**config.mk**
```make
export PLATFORM = sky130hd
export DESIGN_NAME = if_fetch
export DESIGN_NICKNAME = d
export VERILOG_FILES = /design/src/rtl/if_fetch.sv
export SDC_FILE = /design/constraint.sdc
export NUM_CORES = 1
export LEC_CHECK = 0
export BUFFER_PORTS_ARGS = -buffer_cell sky130_fd_sc_hd__buf_2
export CAP_MARGIN = 40
export CORE_UTILIZATION = 47
export DETAILED_ROUTE_END_ITERATION = 7
export PLACE_DENSITY = 0.78
export SLEW_MARGIN = 10
export SYNTH_ARGS = -nofsm -noshare
export SYNTH_HDL_FRONTEND = slang
export SYNTH_SLANG_ARGS = --single-unit
```
**constraint.sdc**
```tcl
create_clock -name clk -period 1.85 [get_ports clk]
set_clock_uncertainty 0.2 [all_clocks]
set_input_delay 0.185 -clock clk [delete_from_list [all_inputs] [get_ports clk]]
set_output_delay 0.185 -clock clk [all_outputs]
set_load 0.02 [all_outputs]
```
**src/rtl/if_fetch.sv**
```systemverilog
// if_fetch: instruction fetch stage with a single outstanding memory request,
// a one-entry response buffer for decode stalls, and the IF/ID register.
// Optional feature: define FETCH_ALIGN_CHECK_EN to add the fetch_misalign
// output, which flags a misaligned PC instead of issuing a memory request.
module if_fetch (
  input  logic        clk,
  input  logic        rst,
  input  logic [31:0] pc_in,
  input  logic        stall,
  input  logic        flush,
  output logic        pc_wena,
  output logic        imem_req,
  output logic [31:0] imem_addr,
  input  logic        imem_ready,
  input  logic        imem_rvalid,
  input  logic [31:0] imem_rdata,
  output logic        if_id_valid,
  output logic [31:0] if_id_pc,
  output logic [31:0] if_id_instr,
  output logic [31:0] if_id_pc4
`ifdef FETCH_ALIGN_CHECK_EN
  ,
  output logic        fetch_misalign
`endif
);

  localparam int unsigned XLEN = 32;
  localparam logic [XLEN-1:0] RESET_PC = 32'h0040_0000;
  localparam logic [XLEN-1:0] INSTR_BYTES = 32'd4;

  typedef enum logic [2:0] {
    S_IDLE,
    S_REQ,
    S_WAIT,
    S_HOLD,
    S_DROP
  } state_t;

  state_t          state;
  logic [XLEN-1:0] addr_q;
  logic [XLEN-1:0] buf_instr;

  logic misalign_c;
  logic accept_c;
  logic load_mem_c;
  logic load_buf_c;

  // A misaligned PC in REQ is reported instead of being sent to memory
`ifdef FETCH_ALIGN_CHECK_EN
  assign misalign_c = (state == S_REQ) && (pc_in[1:0] != 2'b00);
`else
  assign misalign_c = 1'b0;
`endif

  // Request, acceptance and IF/ID write decode
  assign imem_req   = (state == S_REQ) && !misalign_c;
  assign imem_addr  = pc_in;
  assign accept_c   = imem_req && imem_ready;
  assign load_mem_c = (state == S_WAIT) && imem_rvalid && !flush && !stall;
  assign load_buf_c = (state == S_HOLD) && !flush && !stall;
  assign pc_wena    = !rst && (load_mem_c || load_buf_c);

  // Fetch FSM: request address capture and stall buffer
  always_ff @(posedge clk) begin
    if (rst) begin
      state     <= S_IDLE;
      addr_q    <= '0;
      buf_instr <= '0;
    end else begin
      case (state)
        S_IDLE: state <= S_REQ;
        S_REQ: begin
          if (accept_c) begin
            addr_q <= pc_in;
            state  <= flush ? S_DROP : S_WAIT;
          end
        end
        S_WAIT: begin
          if (flush) begin
            state <= imem_rvalid ? S_REQ : S_DROP;
          end else if (imem_rvalid) begin
            if (stall) begin
              buf_instr <= imem_rdata;
              state     <= S_HOLD;
            end else begin
              state <= S_REQ;
            end
          end
        end
        S_HOLD: begin
          if (flush) begin
            buf_instr <= '0;
            state     <= S_REQ;
          end else if (!stall) begin
            state <= S_REQ;
          end
        end
        S_DROP: begin
          if (imem_rvalid) begin
            state <= S_REQ;
          end
        end
        default: state <= S_IDLE;
      endcase
    end
  end

  // IF/ID register: flush > stall > new instruction > bubble
  always_ff @(posedge clk) begin
    if (rst) begin
      if_id_valid <= 1'b0;
      if_id_pc    <= RESET_PC;
      if_id_pc4   <= XLEN'(RESET_PC + INSTR_BYTES);
      if_id_instr <= '0;
`ifdef FETCH_ALIGN_CHECK_EN
      fetch_misalign <= 1'b0;
`endif
    end else if (flush) begin
      if_id_valid <= 1'b0;
      if_id_instr <= '0;
`ifdef FETCH_ALIGN_CHECK_EN
      fetch_misalign <= 1'b0;
`endif
    end else if (stall) begin
      if_id_valid <= if_id_valid;
    end else if (load_mem_c) begin
      if_id_valid <= 1'b1;
      if_id_pc    <= addr_q;
      if_id_pc4   <= XLEN'(addr_q + INSTR_BYTES);
      if_id_instr <= imem_rdata;
`ifdef FETCH_ALIGN_CHECK_EN
      fetch_misalign <= 1'b0;
`endif
    end else if (load_buf_c) begin
      if_id_valid <= 1'b1;
      if_id_pc    <= addr_q;
      if_id_pc4   <= XLEN'(addr_q + INSTR_BYTES);
      if_id_instr <= buf_instr;
`ifdef FETCH_ALIGN_CHECK_EN
      fetch_misalign <= 1'b0;
`endif
    end else if (misalign_c) begin
      if_id_valid <= 1'b1;
      if_id_pc    <= pc_in;
      if_id_pc4   <= XLEN'(pc_in + INSTR_BYTES);
      if_id_instr <= '0;
`ifdef FETCH_ALIGN_CHECK_EN
      fetch_misalign <= 1'b1;
`endif
    end else begin
      if_id_valid <= 1'b0;
`ifdef FETCH_ALIGN_CHECK_EN
      fetch_misalign <= 1'b0;
`endif
    end
  end

endmodule

```
==> results of run 1 <==
-- how the worst max path moves through the flow --
| stage | endpoint | slack (ps) | cells after the start |
|---|---|---|---|
| global placement | if_id_pc4[20] | -2 | 4 |
| floorplan | if_id_pc4[10] | 1 | 6 |
| global route | if_id_instr[14] | -240 | 8 |
| CTS | pc_wena | -50 | 6 |
| detailed placement | if_id_pc4[24] | -50 | 6 |
| finish | if_id_instr[14] | -130 | 8 |
-- cells by family after synthesis --
logic type	Yosys count	synth area share [%]
and+or+nand+nor	318	22.0
DFF	162	47.6
adders and majority gates	1	0.184
xor gates and xnor gates	13	1.67
AOI/OAI and AO/OA	207	20.0
buffers and inverters	110	8.52
-- layout by cell type, fill, tap and decap left out, drive strengths merged, types with 2 or more instances in the layout --
cell and n:
a211o 2, a211oi 14, a21oi 99, a22oi 33, a311oi 11, and2 2
and3 5, and4 7, buf 300, bufinv 3, clkbuf 27, clkinv 6
dfxtp 162, dlygate4sd3 67, inv 4, nand2 167, nand3 15, nand3b 3
nand4 11, nand4bb 2, nor2 64, nor3 7, nor3b 2, nor4 15
nor4b 4, o21ai 4, o21bai 3, o221ai 32, o31ai 4, or3 3
or4 5, xnor2 6, xor2 7
-- routing by layer --
layer / vias up / part of all wire [%] / routed length [µm]
li1: 3425 / - / -
met1: 3582 / 39 / 9590
met2: 447 / 49 / 11900
met3: 108 / 7.4 / 1800
met4: 0 / 4.0 / 962
met5: - / 0 / 0
-- critical path, stage by stage (launching register included) --
cell and delay, ps:
dfxtp_2 330, buf_6 120, buf_6 110, nand4bb_4 220
nor3_4 260, buf_6 170, buf_8 140, o221ai_2 110
a21oi_1 220
-- layout make-up --
type                       instances  area [µm²]  share of cell area [%]
clock buffer                      21         450                    4.32
timing repair buffer             373        2810                    26.9
sequential                       162        3270                    31.4
inverter                           4        15.0                   0.144
clock inverter                    10         135                    1.30
tap                              180         225                    2.16
multi-input combinational        539        3520                    33.8
-- report_power, final --
group / switching, W / internal [W]
Combinational: 0.000402 / 0.000331
Clock: 0.00142 / 0.00214
Sequential: 0.0000511 / 0.00354
-- flip-flops by register name, indices dropped and copies added (netlist names) --
| signal | flops |
|---|---|
| if_id_pc4 | 30 |
| if_id_valid | 1 |
| buf_instr | 32 |
| if_id_instr | 32 |
| addr_q | 32 |
| if_id_pc | 32 |
| state | 3 |
-- metrics by stage --
step	setup TNS [ps]	utilization, %	hold slack (ps)
floorplan	0	-	113
global placement	-2.07	57.9	235
detailed placement	-240	57.9	242
CTS	-293	68.1	26.4
global route	-6450	74.5	52.2
finish	-1540	74.5	27.2
-- what timing repair did --
action	CTS	global route
setup buffers	9	17
pin swaps	8	79
gates cloned	1	12
endpoints found under the hold margin	99	0
endpoints found under the setup margin	17	148
hold buffers	67	0
resized for setup	20	128
==> metrics.txt, run 1 <==
worst flop-to-flop path startpoint=state[2]; most common cell in the synthesized netlist=nand2_1; slew at the pin closest to its max-slew limit=between 700 and 800 ps; fraction of final layout cells with drive strength greater than 1=between 30% and 40%; cell chosen for the clock root=clkbuf_16; met1 global-route usage=34.9%; full die area=between 0.01 and 0.015 mm²; effective utilization at floorplan=between 40% and 50%; number of antenna violations at the first check in global routing=0; register bit count reported by yosys=~160; Worst EP arrival=roughly 2100 ps; detailed-route wire length per cell=about 19 µm; final hold vios=0; grt ovf=0; Hold Path Origin=flush; overall power=a little under 0.008 W; global routing usage summed across all routing layers=between 20% and 30%; # placed instances=1153; share of synthesized registers carrying an async set or reset=0%; Design Area, Final=between 0.01 and 0.015 mm²; worst hold path type=primary input to flip-flop; Top-Level Pins=201; worst path required time=slightly below 2000 ps; first drt pass iteration count=6; drt via density=5.87; post-detail-place hpwl=~13 mm; area post-placement=around 0.008 mm²; Layout Cells excl Fill=1289; busiest metal layer after global routing=met2; Synth top area share=between 40% and 50%; Critical Path End Type=flip-flop; Die Ht=122 µm; number of global-route vias before repair=around 6600; drc violations=0; Achievable Freq=about 500 MHz; Most used DFF post-synth=dfxtp_1; Worst-Skew Late Latency=around 430 ps; placement row count=43; failing checks=negative setup slack; total of buffers placed on input and output ports=200; layout overhead on the synthesized area=53.0%; final cycle utilization of the critical path=107%; number of flops mapped to enable cells by yosys=0; n_diodes=0; Via Count=roughly 7600; clk sinks=roughly 160; TritonCTS clock tree=yes; maximum root-to-sink buffer count=2; total count of max-transition violations in the final report=0; Setup WS post-layout=-129 ps; number of cells traversed by the worst hold path=4; maximum capacitance violations=0; post-synthesis cell type count=54; IR drop worst, VDD=roughly 720 µV; Avg Cell Area, Syn=between 8 and 9 µm²; power density relative to cell area=around 760 mW/mm²; initial detailed-routing violation count=700; Horiz. Die Dim=roughly 120 µm; M3 GR Usage=under 10%; area of the mapped netlist=between 0.006 and 0.007 mm²; sum of routed wire length over all layers=24.3 mm; end point of the most critical hold path=state[2]; result of the run=complete, but fails checks; biggest area consumer among synthesized cells=dfxtp_1; RSZ-0062 raised after global routing=true; relative max-transition margin=between 40% and 50%; register-to-register setup slack=-130 ps; final antenna-violating net count=0; Worst Setup Slack post-DPL=-49.6 ps; total nets after synthesis=around 880; leading post-synthesis cells by cell area=dfxtp_1, nand2_1, a21oi_1, o221ai_1, buf_4; leakage power of the design=4.15 nW; worst-path maximum fanout=7; Layout fillers=933; number of H-tree levels=4; core outline area=about 0.014 mm²; register area share after synthesis=47.6%; warnings from Yosys=0; number of buffers created by CTS=17; final-report setup violation count=39; RD Place Congestion=0.864; number of cells on the worst reg-to-reg path=8; wire length of the first global-routing pass=32.4 mm; top cells by count, synth=nand2_1, dfxtp_1, a21oi_1; minimum period implied by the final worst setup slack=between 1500 and 2000 ps; cell count after synthesis=between 800 and 900; startpoint kind of the worst setup timing path=flip-flop; worst setup path class=flip-flop to flip-flop; Critical Path Source=state[2]; Worst-path clk slew=~60 ps; Nets=1168; capturing point of the worst reg2reg path=if_id_instr[14]; largest net degree at the start of global routing=59; met2 capacity usage during global routing=between 40% and 50%
No activity file was read; power rests on OpenSTA's default activity.
==> run 2: changes to the inputs <==
--- a/config.mk
+++ b/config.mk
@@ -7,9 +7,11 @@
 export LEC_CHECK = 0
 export BUFFER_PORTS_ARGS = -buffer_cell sky130_fd_sc_hd__buf_2
 export CAP_MARGIN = 40
-export CORE_UTILIZATION = 47
+export CORE_UTILIZATION = 48
+export CTS_BUF_LIST = sky130_fd_sc_hd__clkbuf_8
+export CTS_CLUSTER_DIAMETER = 50
 export DETAILED_ROUTE_END_ITERATION = 7
-export PLACE_DENSITY = 0.78
+export PLACE_DENSITY = 0.79
 export SLEW_MARGIN = 10
 export SYNTH_ARGS = -nofsm -noshare
 export SYNTH_HDL_FRONTEND = slang
==> run 2 against run 1 <==
The flow still finishes with violations (negative setup slack). Critical path depth is 2 lower. Clock power is 31% lower. Combinational power is 4.8% lower. Via count is 3.8% lower. Total power is 15% lower. Sequential power hardly changed. Register-to-register slack better by 40 ps. Sequential share of layout area is 2.8 points higher. Hold slack better by 8.2 ps. Cell count is 1.4% lower. Sequential cell count stayed put. Global-route usage is 0.85 points higher.
==> metrics.txt, run 2 (synthesis gave the netlist of run 1 again) <==
leakage power of the design=approximately 3.8 nW; effective utilization at floorplan=49.1%; failing checks=negative setup slack; grt ovf=0; power density relative to cell area=between 700 and 800 mW/mm²; clk sinks=162; Worst-Skew Late Latency=460 ps; worst hold path type=primary input to flip-flop; worst path required time=between 2000 and 2500 ps; Worst EP arrival=2140 ps; number of global-route vias before repair=around 6700; CP top delay family=simple AND/OR/NAND/NOR gates; multi-input combinational cell area=0.00317 mm²; wire length of the first global-routing pass=approximately 33 mm; worst-path maximum fanout=17; layout overhead on the synthesized area=40.7%; Via Count=approximately 7300; Die Ht=about 120 µm; final core utilization=about 70%; post-detail-place hpwl=between 10 and 15 mm; largest net degree at the start of global routing=74; full die area=~0.015 mm²; cell chosen for the clock root=clkbuf_8; Worst-path clk slew=roughly 90 ps; number of antenna violations at the first check in global routing=1; Setup WS post-layout=-86.1 ps; core outline area=about 0.014 mm²; number of H-tree levels=4; Design Area, Final=approximately 0.0096 mm²; RD Place Congestion=roughly 0.90; number of buffers created by CTS=17; overall power=around 0.0067 W; detailed-route wire length per cell=between 15 and 20 µm; IR drop worst, VDD=around 540 µV; first drt pass iteration count=7; Top-Level Pins=between 200 and 250; final-layout worst hold slack=around 35 ps; minimum period implied by the final worst setup slack=1940 ps; initial detailed-routing violation count=540; maximum root-to-sink buffer count=2; total count of max-transition violations in the final report=0; final antenna-violating net count=0; fraction of final layout cells with drive strength greater than 1=approximately 34%; ordered list of cells on the worst path=or3b_1, nor2_4, buf_4, buf_4, o221ai_1, a21oi_1; Achievable Freq=~520 MHz; Horiz. Die Dim=about 120 µm; TritonCTS clock tree=yes; sequential standard cell area=between 0.003 and 0.004 mm²; placement row count=43; Layout fillers=between 1000 and 1500; startpoint kind of the worst setup timing path=flip-flop; maximum capacitance violations=0; commonest non-fill, non-tap cells in the layout=buf_2, nand2_1, dfxtp_1; sum of routed wire length over all layers=around 21 mm; relative max-transition margin=approximately half; critical-path cell with the highest stage delay=or3b_1; most common cell after layout, fill and taps aside=buf_2; Nets=~1100; final-report setup violation count=69; total of buffers placed on input and output ports=200; Crit path buffers/inverters=2; delay of the slowest critical-path stage=~500 ps; drc violations=0; RSZ-0062 raised after global routing=true; drt via density=about 5.7; slew at the pin closest to its max-slew limit=a little over 700 ps; Critical Path End Type=flip-flop; global routing usage summed across all routing layers=28.4%; final hold vios=0; worst setup path class=flip-flop to flip-flop; area post-placement=between 0.008 and 0.009 mm²; result of the run=complete, but fails checks; final cycle utilization of the critical path=105%; most numerous cell on the critical path=buf_4
## run 2: cell count changes in the layout (fill, tap and decap cells not counted), sizes merged
cell | before | now
buf | 300 | 282
bufbuf | 0 | 2
bufinv | 3 | 1
clkbuf | 27 | 19
clkinv | 6 | 5
clkinvlp | 1 | 5
diode | 0 | 1
dlygate4sd3 | 67 | 68
inv | 4 | 7
## run 2: layer usage
layer | GRT usage (%) | vias to the layer above | wire [µm]
li1 | - | 3385 | -
met1 | 34.1 | 3426 | 8620
met2 | 47.3 | 394 | 10200
met3 | 6.58 | 71 | 1680
met4 | 14.3 | 0 | 828
met5 | 0 | - | 0
## run 2: final cells by class
cell class | count | share of cell area, %
sequential | 162 | 34.2
multi-input combinational | 539 | 33.1
timing repair buffer | 353 | 26.2
clock buffer | 18 | 2.59
tap | 180 | 2.35
clock inverter | 14 | 1.36
inverter | 4 | 0.157
antenna | 1 | 0.0261
## run 2: per-stage QoR
step	instances	worst slack, ps	setup TNS, ps
5_1_grt	1271	-174	-8410
6_report	1271	-86.1	-2230
3_5_place_dp	1154	-25.3	-69.2
2_1_floorplan	811	1.06	0
3_3_place_gp	1154	-72.6	-144
4_1_cts	1265	-76.1	-435
## run 2: what timing repair did
action,4_1_cts,5_1_grt
setup endpoints to repair,17,118
hold buffers,68,0
resized for setup,20,36
buffers inserted,9,3
gates cloned,2,2
hold endpoints to repair,109,0
pin swaps,8,14
## run 2: worst paths after layout
check,start,end,slack [ps],depth (start not counted)
min,rst,buf_instr[8],40,3
max,state[2],if_id_instr[19],-90,6
min reg2reg,addr_q[1],if_id_pc[1],250,2
max reg2reg,state[2],if_id_instr[19],-90,6
## run 2: power breakdown
group          switching (W)  leakage, nW  internal [W]
logic               0.000375         2.29      0.000323
registers          0.0000495         1.32       0.00353
clock network        0.00135        0.178       0.00111
## run 2: tightest hold or removal path, delay by kind of cell
| family | cells | cell delay, ps |
|---|---|---|
| buffers and inverters | 2 | 360 |
| AND/OR/NAND/NOR | 1 | 110 |
